`src/rtl/alu_result_writeback.sv`:
```
// ALU result capture into ZHI/ZLO with condition flags, plus a valid/ready
// write-back sequencer (one beat for single-word ops, LO then HI for mul/div).
module alu_result_writeback #(
    parameter int unsigned     DATA_W = 32,
    parameter int unsigned     OP_W   = 5,
    parameter logic [OP_W-1:0] MUL_OP = OP_W'(5'b01111),
    parameter logic [OP_W-1:0] DIV_OP = OP_W'(5'b10000)
) (
    input  logic                clk,
    input  logic                clear_n,
    input  logic                zin,
    input  logic [2*DATA_W-1:0] alu_result,
    input  logic [OP_W-1:0]     alu_op,
    input  logic [3:0]          dest_reg,
    output logic [DATA_W-1:0]   zlo_out,
    output logic [DATA_W-1:0]   zhi_out,
    output logic                flag_z,
    output logic                flag_n,
    output logic                busy,
    output logic                overrun,
    output logic                wb_valid,
    input  logic                wb_ready,
    output logic [DATA_W-1:0]   wb_data,
    output logic [1:0]          wb_sel,
    output logic [3:0]          wb_reg
);

    typedef enum logic [1:0] {StIdle, StWbGpr, StWbLo, StWbHi} state_e;

    state_e              state_q, state_d;
    logic [DATA_W-1:0]   zlo_q, zlo_d, zhi_q, zhi_d;
    logic                fz_q, fz_d, fn_q, fn_d, ovr_q, ovr_d;
    logic [3:0]          dest_q, dest_d;
    logic                valid_q, valid_d;
    logic [1:0]          sel_q, sel_d;
    logic [DATA_W-1:0]   data_q, data_d;
    logic [3:0]          reg_q, reg_d;
    logic                two_word;

    assign two_word = (alu_op == MUL_OP) || (alu_op == DIV_OP);

    always_comb begin
        state_d = state_q;
        zlo_d   = zlo_q;
        zhi_d   = zhi_q;
        fz_d    = fz_q;
        fn_d    = fn_q;
        ovr_d   = ovr_q;
        dest_d  = dest_q;
        unique case (state_q)
            StIdle: begin
                if (zin) begin
                    zlo_d  = alu_result[DATA_W-1:0];
                    dest_d = dest_reg;
                    ovr_d  = 1'b0;
                    if (two_word) begin
                        zhi_d   = alu_result[2*DATA_W-1:DATA_W];
                        fz_d    = (alu_result == '0);
                        fn_d    = alu_result[2*DATA_W-1];
                        state_d = StWbLo;
                    end else begin
                        zhi_d   = '0;
                        fz_d    = (alu_result[DATA_W-1:0] == '0);
                        fn_d    = alu_result[DATA_W-1];
                        state_d = StWbGpr;
                    end
                end
            end
            StWbGpr: if (wb_ready) state_d = StIdle;
            StWbLo:  if (wb_ready) state_d = StWbHi;
            StWbHi:  if (wb_ready) state_d = StIdle;
            default: state_d = StIdle;
        endcase
        // A strobe while busy is dropped, even in the final-beat cycle.
        if (state_q != StIdle && zin) ovr_d = 1'b1;
    end

    // Beat outputs are registered off the next state so they hold under backpressure.
    always_comb begin
        valid_d = 1'b0;
        sel_d   = 2'b00;
        data_d  = '0;
        reg_d   = '0;
        unique case (state_d)
            StWbGpr: begin
                valid_d = 1'b1;
                reg_d   = dest_d;
                data_d  = zlo_d;
            end
            StWbLo: begin
                valid_d = 1'b1;
                sel_d   = 2'b01;
                data_d  = zlo_d;
            end
            StWbHi: begin
                valid_d = 1'b1;
                sel_d   = 2'b10;
                data_d  = zhi_d;
            end
            default: ;
        endcase
    end

    always_ff @(posedge clk or negedge clear_n) begin
        if (!clear_n) begin
            state_q <= StIdle;
            zlo_q   <= '0;
            zhi_q   <= '0;
            fz_q    <= 1'b0;
            fn_q    <= 1'b0;
            ovr_q   <= 1'b0;
            dest_q  <= '0;
            valid_q <= 1'b0;
            sel_q   <= 2'b00;
            data_q  <= '0;
            reg_q   <= '0;
        end else begin
            state_q <= state_d;
            zlo_q   <= zlo_d;
            zhi_q   <= zhi_d;
            fz_q    <= fz_d;
            fn_q    <= fn_d;
            ovr_q   <= ovr_d;
            dest_q  <= dest_d;
            valid_q <= valid_d;
            sel_q   <= sel_d;
            data_q  <= data_d;
            reg_q   <= reg_d;
        end
    end

    assign zlo_out  = zlo_q;
    assign zhi_out  = zhi_q;
    assign flag_z   = fz_q;
    assign flag_n   = fn_q;
    assign overrun  = ovr_q;
    assign busy     = (state_q != StIdle);
    assign wb_valid = valid_q;
    assign wb_sel   = sel_q;
    assign wb_data  = data_q;
    assign wb_reg   = reg_q;

endmodule

```
`config.mk`:
```
export PLATFORM = sky130hd
export DESIGN_NAME = alu_result_writeback
export DESIGN_NICKNAME = d
export VERILOG_FILES = /design/src/rtl/alu_result_writeback.sv
export SDC_FILE = /design/constraint.sdc
export NUM_CORES = 1
export LEC_CHECK = 0
export ABC_AREA = 1
export BUFFER_PORTS_ARGS = -buffer_cell sky130_fd_sc_hd__buf_4
export CAP_MARGIN = 20
export CORE_UTILIZATION = 49
export CTS_CLUSTER_SIZE = 40
export DETAILED_ROUTE_END_ITERATION = 16
export GPL_TIMING_DRIVEN = 0
export PLACE_DENSITY_LB_ADDON = 0.15
export SLEW_MARGIN = 40
export SYNTH_ARGS = -nofsm -noshare
export SYNTH_HDL_FRONTEND = slang
export SYNTH_SLANG_ARGS = --single-unit
```
`constraint.sdc`:
```
create_clock -name clk -period 2.7 [get_ports clk]
set_input_delay 0.54 -clock clk [delete_from_list [all_inputs] [get_ports clk]]
set_output_delay 0.54 -clock clk [all_outputs]
set_load 0.1 [all_outputs]
```
==> flow_metrics.env <==
export IMPL_outcome="complete, no violations"
export IMPL_num_io_pins=184
export IMPL_initial_core_util=0.506
export IMPL_timing_rr_start="state_q[0]$_DFF_PN0_"
export IMPL_cp_max_fo=10
export IMPL_slew_viol_final=0
export IMPL_die_area_sq_um=10500
export IMPL_synth_area_leaders="dfrtp_1 56%, nand2_1 7.2%, o21a_1 4.5%"
export IMPL_cap_viol_max_count=0
export IMPL_crit_type="register to register"
export IMPL_max_freq_mhz=423
export IMPL_fillers=798
export IMPL_synth_area_mux_share=0
export IMPL_dieWidth_microns=103
export IMPL_yosys_area_top_type="dfrtp_1"
export IMPL_synth_compound_area_frac=0.136
export IMPL_period_share=0.875
export IMPL_synth_most_common_cell="dfrtp_1"
export IMPL_ff2ff_setup_slack_ps=340
export IMPL_clock_sinks=112
export IMPL_postCtsHoldBufs=0
export IMPL_rows=36
export IMPL_syn_area_sq_um=4970
export IMPL_grt_pass1_wl_microns=21400
export IMPL_ys_flop_type="dfrtp_1"
export IMPL_wl_per_cell_microns=17.0
export IMPL_core_area_sq_um=9820
export IMPL_rr_worst_depth=11
export IMPL_end_kind="register"
export IMPL_initialDrtViolationCount=196
export IMPL_hold_path_class="primary input to asynchronous set/reset pin"
export IMPL_final_hold_violation_count=0
export IMPL_htreeDepth=3
export IMPL_routed_wl_microns=14300
export IMPL_setup_viol=0
export IMPL_worst_pin_slew_ps=520
export IMPL_synth_simple_area_share=0.234
export IMPL_drt_first_pass_iters=6
export IMPL_synth_edff_count=0
export IMPL_final_cell_area_sq_um=6710
export IMPL_min_period_ps=2360
export IMPL_synth_top_family_by_area="simple AND/OR/NAND/NOR gates"
export IMPL_dp_hpwl_microns=10500
export IMPL_tns_ps=0
export IMPL_n_antenna_cell=0
export IMPL_fin_util=0.684
export IMPL_layout_drive_gt1_share=0.388
export IMPL_insertion_delay_ps=370
export IMPL_cp_required_ps=3000
export IMPL_rsz0062_at_grt="false"
export IMPL_grt_use_total=0.273
export IMPL_viasPerCell=5.26
export IMPL_grt_max_degree=113
export IMPL_synth_top_area_frac=0.564
export IMPL_cts_made_buffers=9
export IMPL_vias=4424
export IMPL_synthArstFlopShare=1.00
export IMPL_antenna_found_initial=0
export IMPL_grt_ovfl_total=0
export IMPL_numPortBuffers=183
export IMPL_synth_cells=508
export IMPL_startpoint_type="register"
export IMPL_root_buffer="clkbuf_8"
export IMPL_tritoncts="built"
export IMPL_cp_arrival_ps=2660
export IMPL_rr_endpoint="wb_data[9]$_DFF_PN0_"
export IMPL_clock_path_buffers=2
export IMPL_syn2layout_area_growth_pct=35.2
export IMPL_slew_headroom=0.653
export IMPL_holdWs_ps=75.9
export IMPL_die_h_microns=103
export IMPL_ys_seq_area_frac=0.564
export IMPL_ant_nets=0
export IMPL_drc=0
export IMPL_skew_ps=17.0
export IMPL_synth_seq_cells=112
export IMPL_synthAdderAreaFrac=0.0101
export IMPL_synth_common_cells="112 x dfrtp_1, 95 x nand2_1, 48 x nor2_1, 35 x nand3_1, 30 x o21a_1"
export IMPL_avgSynthCellArea_sq_um=9.78
export IMPL_clk_pin_slew_worst_paths_ps=110
export IMPL_placed_area_sq_um=6510
export IMPL_synth_nets=589
export IMPL_synth_xor_area_share=0
export IMPL_ys_warn_count=0
export IMPL_finalNetCount=784
export IMPL_grt_pass1_vias=4292
export IMPL_ys_types=29
export IMPL_gp_congestion=0.823
layout by cell type (no fill, tap or decap), types with 4 or more instances in the layout:
master | synthesis | layout
a21oi_1 | 29 | 29
buf_2 | 15 | 16
buf_4 | 3 | 185
buf_6 | 6 | 6
clkbuf_1 | 4 | 4
clkbuf_8 | 0 | 9
dfrtp_1 | 112 | 112
ha_1 | 4 | 4
inv_1 | 11 | 11
nand2_1 | 95 | 95
nand2_2 | 27 | 27
nand3_1 | 35 | 35
nand4_1 | 4 | 4
nor2_1 | 48 | 48
o211ai_1 | 27 | 27
o21a_1 | 30 | 30
o21ai_0 | 7 | 6
or2_1 | 25 | 25
or2_2 | 9 | 9
metal layers:
metal	GRT usage	up-vias	part of all wire
met5	0	-	0
met4	0.0571	0	0.012
met3	0.0753	17	0.081
met2	0.467	188	0.49
met1	0.348	2147	0.42
li1	-	2072	-
what timing repair did:
action | CTS | global route
resized for setup | 1 | 7
setup buffers | 0 | 0
cloned | 0 | 0
endpoints found under the setup margin | 10 | 27
hold endpoints to repair | 0 | 0
stage by stage:
| stage | cells | setup slack [ps] |
|---|---|---|
| finish | 841 | 337 |
| global route | 841 | 101 |
| CTS | 840 | 27.9 |
| detailed placement | 824 | -447 |
| global placement | 824 | -397 |
| floorplan | 508 | 256 |
logic make-up (layout without fill, tap and decap cells):
family / after synthesis / count (layout)
adder cells (fa/ha/maj): 4 / 4
AND/OR/NAND/NOR: 247 / 247
AO/OA/AOI/OAI: 100 / 100
flip-flops: 112 / 112
buffers and inverters: 45 / 245
critical path, cell delays in order, from the launching register on:
cell and delay (ps):
dfrtp_1 400, inv_2 90, nand3_4 100, inv_4 110, buf_4 190, nand2_1 70
o21ai_0 180, inv_1 120, ha_1 400, buf_2 320, o211ai_1 140, a21oi_1 180
layout make-up:
type | instances | area, sq um | share of cell area
inverter | 14 | 55.1 | 0.00820
clock inverter | 5 | 41.3 | 0.00615
buffer | 31 | 218 | 0.0324
tap | 133 | 166 | 0.0248
multi-input combinational | 351 | 1890 | 0.281
sequential | 112 | 2800 | 0.418
timing repair buffer | 184 | 1410 | 0.210
clock buffer | 11 | 131 | 0.0196
worst max path at each step:
stage	from	endpoint	slack, ps	cells after the start
global route	state_q[1]$_DFF_PN0_	wb_data[15]$_DFF_PN0_	100	11
global placement	alu_op[0]	wb_data[13]$_DFF_PN0_	-400	12
CTS	state_q[0]$_DFF_PN0_	wb_data[19]$_DFF_PN0_	30	9
finish	state_q[0]$_DFF_PN0_	wb_data[9]$_DFF_PN0_	340	11
detailed placement	alu_op[2]	wb_data[12]$_DFF_PN0_	-450	12
floorplan	alu_op[0]	wb_data[22]$_DFF_PN0_	260	11
Power is not shown: default switching activity piles up to over one toggle a cycle in this logic, so the estimate is an artifact.
